<file path="config.mk">
export PLATFORM = sky130hd
export DESIGN_NAME = gcore_mc
export DESIGN_NICKNAME = d
export VERILOG_FILES = /design/src/rtl/gcore_mc.sv
export SDC_FILE = /design/constraint.sdc
export NUM_CORES = 2
export LEC_CHECK = 0
export CAP_MARGIN = 15
export CORE_AREA = 2 2 383 385
export CTS_CLUSTER_DIAMETER = 40
export DETAILED_ROUTE_END_ITERATION = 12
export DIE_AREA = 0 0 385 387
export GPL_TIMING_DRIVEN = 0
export PLACE_DENSITY = 0.76
export SETUP_SLACK_MARGIN = 0.15
export SLEW_MARGIN = 20
export SYNTH_ARGS = -nofsm -noshare
export SYNTH_HDL_FRONTEND = slang
export SYNTH_SLANG_ARGS = --single-unit
</file>
<file path="constraint.sdc">
create_clock -name clk -period 5.5 [get_ports clk]
set_clock_uncertainty 0.2 [all_clocks]
set_input_delay 1.1 -clock clk [delete_from_list [all_inputs] [get_ports clk]]
set_output_delay 1.1 -clock clk [all_outputs]
set_load 0.02 [all_outputs]
</file>
<file path="src/rtl/gcore_mc.sv">
// gcore_mc: multi-cycle accumulator CPU (FETCH/EXEC per instruction) with
// program RAM, data RAM, an integrated valid/ready loader and start/halted
// run control.
//
// Handshake: the loader writes on every rising edge where load_valid and
// load_ready are both 1. load_ready is 1 only in HALT. load_valid may be held
// or dropped at any time. No write happens while load_ready is 0.
module gcore_mc #(
  parameter int DATA_W = 8,
  parameter int MEM_AW = 4,
  parameter int PC_W   = 8
) (
  input  logic              clk,
  input  logic              rst,
  input  logic              load_valid,
  output logic              load_ready,
  input  logic              load_sel,
  input  logic [PC_W-1:0]   load_addr,
  input  logic [DATA_W-1:0] load_data,
  input  logic              start,
  output logic              halted,
  output logic              illegal,
  output logic [DATA_W-1:0] acc_out,
  output logic [PC_W-1:0]   pc_out
);

  localparam int IW         = 4 + MEM_AW;
  localparam int PROG_DEPTH = 1 << PC_W;
  localparam int DATA_DEPTH = 1 << MEM_AW;

  localparam logic [3:0] OP_NOP = 4'h0;
  localparam logic [3:0] OP_LDM = 4'h1;
  localparam logic [3:0] OP_LDI = 4'h2;
  localparam logic [3:0] OP_STM = 4'h3;
  localparam logic [3:0] OP_ADD = 4'h4;
  localparam logic [3:0] OP_SUB = 4'h5;
  localparam logic [3:0] OP_AND = 4'h6;
  localparam logic [3:0] OP_OR  = 4'h7;
  localparam logic [3:0] OP_XOR = 4'h8;
  localparam logic [3:0] OP_SHL = 4'h9;
  localparam logic [3:0] OP_JMP = 4'hA;
  localparam logic [3:0] OP_BZ  = 4'hB;
  localparam logic [3:0] OP_HLT = 4'hC;

  typedef enum logic [1:0] {
    ST_HALT  = 2'd0,
    ST_FETCH = 2'd1,
    ST_EXEC  = 2'd2
  } state_t;

  // FSM state, kept as a named enum so checkers can bind to it directly
  state_t state;
  state_t state_nxt;

  logic [DATA_W-1:0] acc;
  logic [PC_W-1:0]   pc;
  logic [IW-1:0]     ir;
  logic              illegal_q;

  logic [IW-1:0]     prog_mem [PROG_DEPTH];
  logic [DATA_W-1:0] data_mem [DATA_DEPTH];

  logic              load_fire;
  logic [3:0]        opc;
  logic [MEM_AW-1:0] a_fld;
  logic [DATA_W-1:0] m;
  logic [31:0]       shamt;

  logic [DATA_W-1:0] exec_acc;
  logic [PC_W-1:0]   exec_pc;
  logic              exec_stm;
  logic              exec_halt;
  logic              exec_trap;

  assign load_fire = load_valid & load_ready;
  assign opc       = ir[IW-1 -: 4];
  assign a_fld     = ir[MEM_AW-1:0];
  // Combinational read so an LDM right after an STM sees the stored value
  assign m         = data_mem[a_fld];

  // State register
  always_ff @(posedge clk) begin
    if (rst) begin
      state <= ST_HALT;
    end else begin
      state <= state_nxt;
    end
  end

  // Next-state decode; start only matters in HALT
  always_comb begin
    state_nxt = state;
    case (state)
      ST_HALT:  if (start) state_nxt = ST_FETCH;
      ST_FETCH: state_nxt = ST_EXEC;
      ST_EXEC:  state_nxt = (exec_halt || exec_trap) ? ST_HALT : ST_FETCH;
      default:  state_nxt = ST_HALT;
    endcase
  end

  // FSM outputs and architectural state views
  always_comb begin
    halted     = (state == ST_HALT);
    load_ready = (state == ST_HALT);
    illegal    = illegal_q;
    acc_out    = acc;
    pc_out     = pc;
  end

  // Instruction execute: results applied only when the FSM is in EXEC
  always_comb begin
    exec_acc  = acc;
    exec_pc   = pc;
    exec_stm  = 1'b0;
    exec_halt = 1'b0;
    exec_trap = 1'b0;
    shamt     = 32'(a_fld) % 32'(DATA_W);
    case (opc)
      OP_NOP: ;
      OP_LDM: exec_acc = m;
      OP_LDI: exec_acc = DATA_W'(a_fld);
      OP_STM: exec_stm = 1'b1;
      OP_ADD: exec_acc = acc + m;
      OP_SUB: exec_acc = acc - m;
      OP_AND: exec_acc = acc & m;
      OP_OR:  exec_acc = acc | m;
      OP_XOR: exec_acc = acc ^ m;
      OP_SHL: exec_acc = acc << shamt;
      OP_JMP: exec_pc  = m[PC_W-1:0];
      // acc here is the value before this instruction retires
      OP_BZ:  if (acc == '0) exec_pc = m[PC_W-1:0];
      OP_HLT: exec_halt = 1'b1;
      default: exec_trap = 1'b1;
    endcase
  end

  // Architectural registers: acc, pc, ir and the sticky illegal flag
  always_ff @(posedge clk) begin
    if (rst) begin
      acc       <= '0;
      pc        <= '0;
      ir        <= '0;
      illegal_q <= 1'b0;
    end else begin
      case (state)
        ST_HALT: begin
          if (start) begin
            pc        <= '0;
            illegal_q <= 1'b0;
          end
        end
        ST_FETCH: begin
          ir <= prog_mem[pc];
          pc <= pc + PC_W'(1);
        end
        ST_EXEC: begin
          acc <= exec_acc;
          pc  <= exec_pc;
          if (exec_trap) illegal_q <= 1'b1;
        end
        default: ;
      endcase
    end
  end

  // Program RAM: written only through the loader
  always_ff @(posedge clk) begin
    if (load_fire && !load_sel) begin
      prog_mem[load_addr] <= load_data[IW-1:0];
    end
  end

  // Data RAM: loader writes in HALT, STM writes in EXEC (never both);
  // an STM coinciding with rst is dropped
  always_ff @(posedge clk) begin
    if (load_fire && load_sel) begin
      data_mem[load_addr[MEM_AW-1:0]] <= load_data;
    end else if ((state == ST_EXEC) && exec_stm && !rst) begin
      data_mem[a_fld] <= acc;
    end
  end

endmodule
</file>
## Yosys cells after proc, flatten, opt, wreduce, memory -nomap -nowiden

Memory sizes are Yosys's and may differ from the RTL's. A register that Yosys moved wholly into a read port is not among the register bits.
Cells that the tools add are included.

- $add $sub $neg: 3
- Equal/unequal tests: 18
- Shifts and indexed selects: 1
- Mux-type cells: 24
- Bitwise operators: 4
- Reduce and logical (&&, ||, !) cells: 18

Operators with widths:

| kind | count |
|---|---|
| $pmux 8 s8 | 1 |
| $mux 8 | 3 |
| $pmux 8 s3 | 1 |
| $eq 4x4->1 const B | 5 |
| $eq 4x3->1 const B | 4 |
| $pmux 8 s2 | 1 |
| $mux 1 | 14 |
| $reduce_or 13->1 | 1 |
| $add 8x1->8 const B | 1 |
| $add 8x8->8 | 1 |
| $and 8x8->8 | 1 |
| $eq 4x2->1 const B | 2 |
| $logic_not 8->1 | 1 |
| $or 8x8->8 | 1 |
| $reduce_bool 8->1 | 1 |
| $reduce_or 8->1 | 1 |
| $shl 8x3->8 | 1 |
| $sub 8x8->8 | 1 |
| $xor 8x8->8 | 1 |
| $pmux 2 s3 | 1 |
| $eq 4x1->1 const B | 1 |
| $logic_and 1x1->1 | 4 |
| $logic_not 4->1 | 1 |
| $mux 4 | 1 |
| other kinds (17) | 18 |

- Flip-flop bits (word level): 19
- Memory bits (writable): 2176
- Input bits: 21
- Memories kept: 2

Memory list:

| memory | depth | width | read ports | clocked after Yosys merged registers in | write ports | RTL line | source |
|---|---|---|---|---|---|---|---|
| prog_mem | 256 | 8 | 1 | 1 | 1 | 60 | `logic [IW-1:0] prog_mem [PROG_DEPTH];` |
| data_mem | 16 | 8 | 1 | 0 | 1 | 61 | `logic [DATA_W-1:0] data_mem [DATA_DEPTH];` |

## Depth between registers and ports, before layout

- Word-level depth: 9
- Depth in mapped cells: 18

## Worst setup path before layout

Ideal clock, no wire load.

- Path type: register to register
- Start point: register ir[0], read port of prog_mem
- End point: register acc[5], in the netlist acc_out[5]
- Arrival: 3562 ps
- Path slack: 1605 ps
- Stages on the path, launching flop included: 19
- Buffers on the path: 2
- Period minus slack after synthesis: 3895 ps
- Cells stage by stage: dfxtp_1 buf_2 buf_2 mux4_2 a22oi_1 nand2_1 inv_1 ha_1 nand2_1 o21ai_0 xnor2_1 ha_1 and3_1 a21oi_1 nand3b_1 xor2_1 a221o_1 o211ai_1 a21oi_1

- Cells in the longest elaborated chain, start to end: 3

RTL lines:

| what | RTL line | source |
|---|---|---|
| start, declared | 57 | `logic [IW-1:0] ir;` |
| $mem_v2 16x8 | n/a |  |
| $sub 8x8->8 (tied with other cells) | 124 | `OP_SUB: exec_acc = acc - m;` |
| $pmux 8 s8 (*) | 118 | `case (opc)` |
| end signal, assigned | 140 | `acc <= '0;` |
| end signal, assigned | 157 | `acc <= exec_acc;` |
| end, declared | 55 | `logic [DATA_W-1:0] acc;` |

Mark *: on every way between the ends. The rest lies on a longest branch, timed or not.
A chain may end at the register's enable or synchronous reset.

==> impl_metrics.ini <==
[power_and_ir_drop]
seqPwrFrac_pct = 52.6
clock_power_share_pct = 43.6
power.switching_fraction_pct = 21.2
leakagePower_nw = 29.2
cellInternalPower_w = 0.0277
p_comb_share_pct = 3.8
power.density_nw_per_um2 = 361
power.ir.vdd_worst_mv = 0.333
switching_power_w = 0.00743

[sta]
fmax_mhz = 184
headroom_to_the_max_slew_limit_pct = 19.2
finish_stage_setup_viols = 0
grt_setup_unrepaired = false
worst_slew_pin_slew_ps = 1210
timing.final.crit_share_pct = 98.9
layout_min_cycle_time_ps = 5440
final_hold_viol_count = 0
finalMaxSlewViolations = 0

[grt]
busiest_layer = met2
first_pass_grt_wire_length_um = 310000
gr-usage-met2_pct = 45.5
use_met1_pct = 41.6
first_global_vias = 42800
groute.usage.overall_pct = 29.6
grt_overflow = 0
grt_antenna_before_repair = 11
grtUsageMet3_pct = 7.49
pin_count_of_the_biggest_net_entering_global_routing = 130

[cells_and_area]
layout.cells.most_common_list = sky130_fd_sc_hd__edfxtp_1, sky130_fd_sc_hd__mux4_2, sky130_fd_sc_hd__nor2_1
final_net_count = 4189
util_after_layout_pct = 67.2
mostFrequentLayoutCell = sky130_fd_sc_hd__edfxtp_1
area_growth_syn_to_layout_pct = 12.7
fillCellCount = 8600
final-instance-count-excl-fill = 6255
final_layout_size_suffix_gt1_share_pct = 27.3

[floorplan]
total_i_o_pin_count = 40
std_cell_rows = 140
coreArea_sq_um = 145000
die-area_sq_um = 149000
dieWidth_um = 385
fp.dieH_um = 387
initial_core_util_pct = 59.6

[logic_synthesis]
number_of_nets_in_the_synthesized_netlist = 3892
synth_area_per_cell_sq_um = 22.5
share_of_synthesized_flip_flops_with_an_asynchronous_set_or_reset_pct = 0
yosysSeqAreaShare_pct = 76.3
mappedNetlistArea_sq_um = 86400
yosys_warnings = 0
netlist_instances = 3840
synth.ff_latch_count = 2203
yosys_most_used_dff = sky130_fd_sc_hd__edfxtp_1
count_of_flip_flops_with_a_built_in_enable_after_synthesis = 2176
yosys.cell_types.count = 58

[placed_design]
io_buffer_count = 39
placed_cells = 5822
global_placement_routability_congestion = 0.897
detailed_place_hpwl_um = 135000

[cts]
cts-root-to-sink-buffers = 3
h_tree_depth = 4
cts_tree = yes
cts_post_setup_buffers_inserted = 0
cts.repair.resized = 0
tritoncts.num_buffers = 229
cts.sink_count = 2203
ctsRootBufferMaster = sky130_fd_sc_hd__clkbuf_16
clk_pin_slew_ps = 60
clk-insertion-delay-late_ps = 850
cts.hold.buffers_added = 0

[setup_path]
crit_path_max_fanout = 10
timing.critical_path.cells = buf_2 -> buf_2 -> buf_1 -> clkbuf_1 -> mux4_2 -> mux4_2 -> mux2i_1 -> o22ai_1 -> a21oi_1 -> nand3_1
critical_path.max_stage_delay_ps = 860
crit_type = reg2reg
critical_path_required_ps = 6020
launching_instance_or_port_of_the_critical_path = pc_out[1]$_SDFFE_PP0P_
crit_path_end_kind = flop
critical-path-slowest-cell = sky130_fd_sc_hd__buf_1
worst_r2r_startpoint = pc_out[1]$_SDFFE_PP0P_
start_kind = flop
cp.arrival_ps = 5960

[detailed_routing]
avgViaCountPerCell = 6.88
ant_nets = 0
dr.pass1.iters = 6
postRouteWirelength_um = 217000
vias = 43000
route.detailed.wl_per_inst_um = 34.7
first_iter_violations = 6470
drc_errors = 0

[outcome]
result_of_the_run = finished clean

[flow_run]
max-cap-violations = 0

[min_path]
hp-start = load_data[3]
min-delay-path-class = in2reg
-- routing by layer --
metal  routed length, um  share of wire [%]
met1               78800                 36
met2              104000                 48
met3               25000                 12
met4                8930                4.1
met5                 106              0.049
-- worst paths after layout --
kind                                     to  slack, ps  cells after the start
hold reg to reg        illegal$_SDFFE_PP0P_        360                      2
hold / removal    prog_mem[48][3]$_DFFE_PP_        340                      1
setup / recovery         ir[3]$_SDFFE_PP0P_         60                     10
setup reg to reg         ir[3]$_SDFFE_PP0P_         60                     10
-- final cells by class --
type,instances,area [sq um],share of cell area (%)
timing repair buffer,66,1030,1.06
tap,1917,2400,2.46
inverter,36,135,0.139
multi-input combinational,1386,19400,20.0
clock buffer,268,6030,6.19
sequential,2203,65900,67.7
buffer,215,980,1.01
antenna,4,10.0,0.0103
clock inverter,160,1480,1.52
-- worst max-delay path, delay by kind of cell (launching register included) --
| family | cells | cell delay [ps] |
|---|---|---|
| buf+inv | 4 | 2480 |
| mux | 3 | 1470 |
| flops | 1 | 590 |
| compound gates | 2 | 440 |
| simple gates | 1 | 100 |
-- per-stage QoR --
stage	TNS (ps)	total power [W]	setup WS [ps]	hold WS [ps]	area, sq um
after floorplan	0	0.0195	1610	307	86400
after global placement	-9184040	0.0202	-4520	317	89200
after detailed placement	0	0.0201	183	327	89800
after CTS	0	0.0352	276	300	97300
after global routing	0	0.0359	194	330	97400
final	0	0.0351	61.7	341	97400
-- cell usage after synthesis, types with 5 or more instances --
cell type / n / area, sq um
sky130_fd_sc_hd__nor2b_1: 15 / 93.8
sky130_fd_sc_hd__nand2_1: 72 / 270
sky130_fd_sc_hd__mux2i_1: 32 / 320
sky130_fd_sc_hd__buf_6: 8 / 90.1
sky130_fd_sc_hd__nand3_1: 26 / 130
sky130_fd_sc_hd__clkbuf_1: 109 / 409
sky130_fd_sc_hd__xor2_1: 5 / 43.8
sky130_fd_sc_hd__o22ai_1: 16 / 100
sky130_fd_sc_hd__inv_1: 34 / 128
sky130_fd_sc_hd__nor2_1: 322 / 1210
sky130_fd_sc_hd__a22oi_1: 34 / 255
sky130_fd_sc_hd__nor3_1: 5 / 25.0
sky130_fd_sc_hd__mux4_2: 697 / 15700
sky130_fd_sc_hd__a21oi_1: 28 / 140
sky130_fd_sc_hd__buf_2: 59 / 295
sky130_fd_sc_hd__nand2b_1: 5 / 31.3
sky130_fd_sc_hd__edfxtp_1: 2176 / 65300
sky130_fd_sc_hd__xnor2_1: 11 / 96.3
sky130_fd_sc_hd__dfxtp_1: 27 / 541
sky130_fd_sc_hd__ha_1: 30 / 375
sky130_fd_sc_hd__or3_1: 5 / 31.3
sky130_fd_sc_hd__and3_1: 6 / 37.5
sky130_fd_sc_hd__o21ai_0: 21 / 105
sky130_fd_sc_hd__buf_1: 35 / 131
-- state kept, by name, indices dropped and copies added, names as in the netlist --
register / count
prog_mem: 2048
data_mem: 128
acc_out: 8
ir: 8
pc_out: 8
state: 2
illegal: 1
-- power groups by stage --
stage	Sequential, W	Clock [W]	Combinational, W
detailed placement	0.0188	0	0.00130
global placement	0.0190	0	0.00121
CTS	0.0185	0.0154	0.00131
floorplan	0.0188	0	0.000667
global route	0.0185	0.0160	0.00139
finish	0.0185	0.0153	0.00132
-- cells by family after synthesis --
group           share of synthesized area, %
compound gates                          1.05
xor+xnor                               0.162
fa+ha+maj                              0.458
buf+inv                                 1.26
flops                                   76.3
mux                                     18.6
simple gates                            2.25
Note: power is estimated with default switching activity, not from simulation.
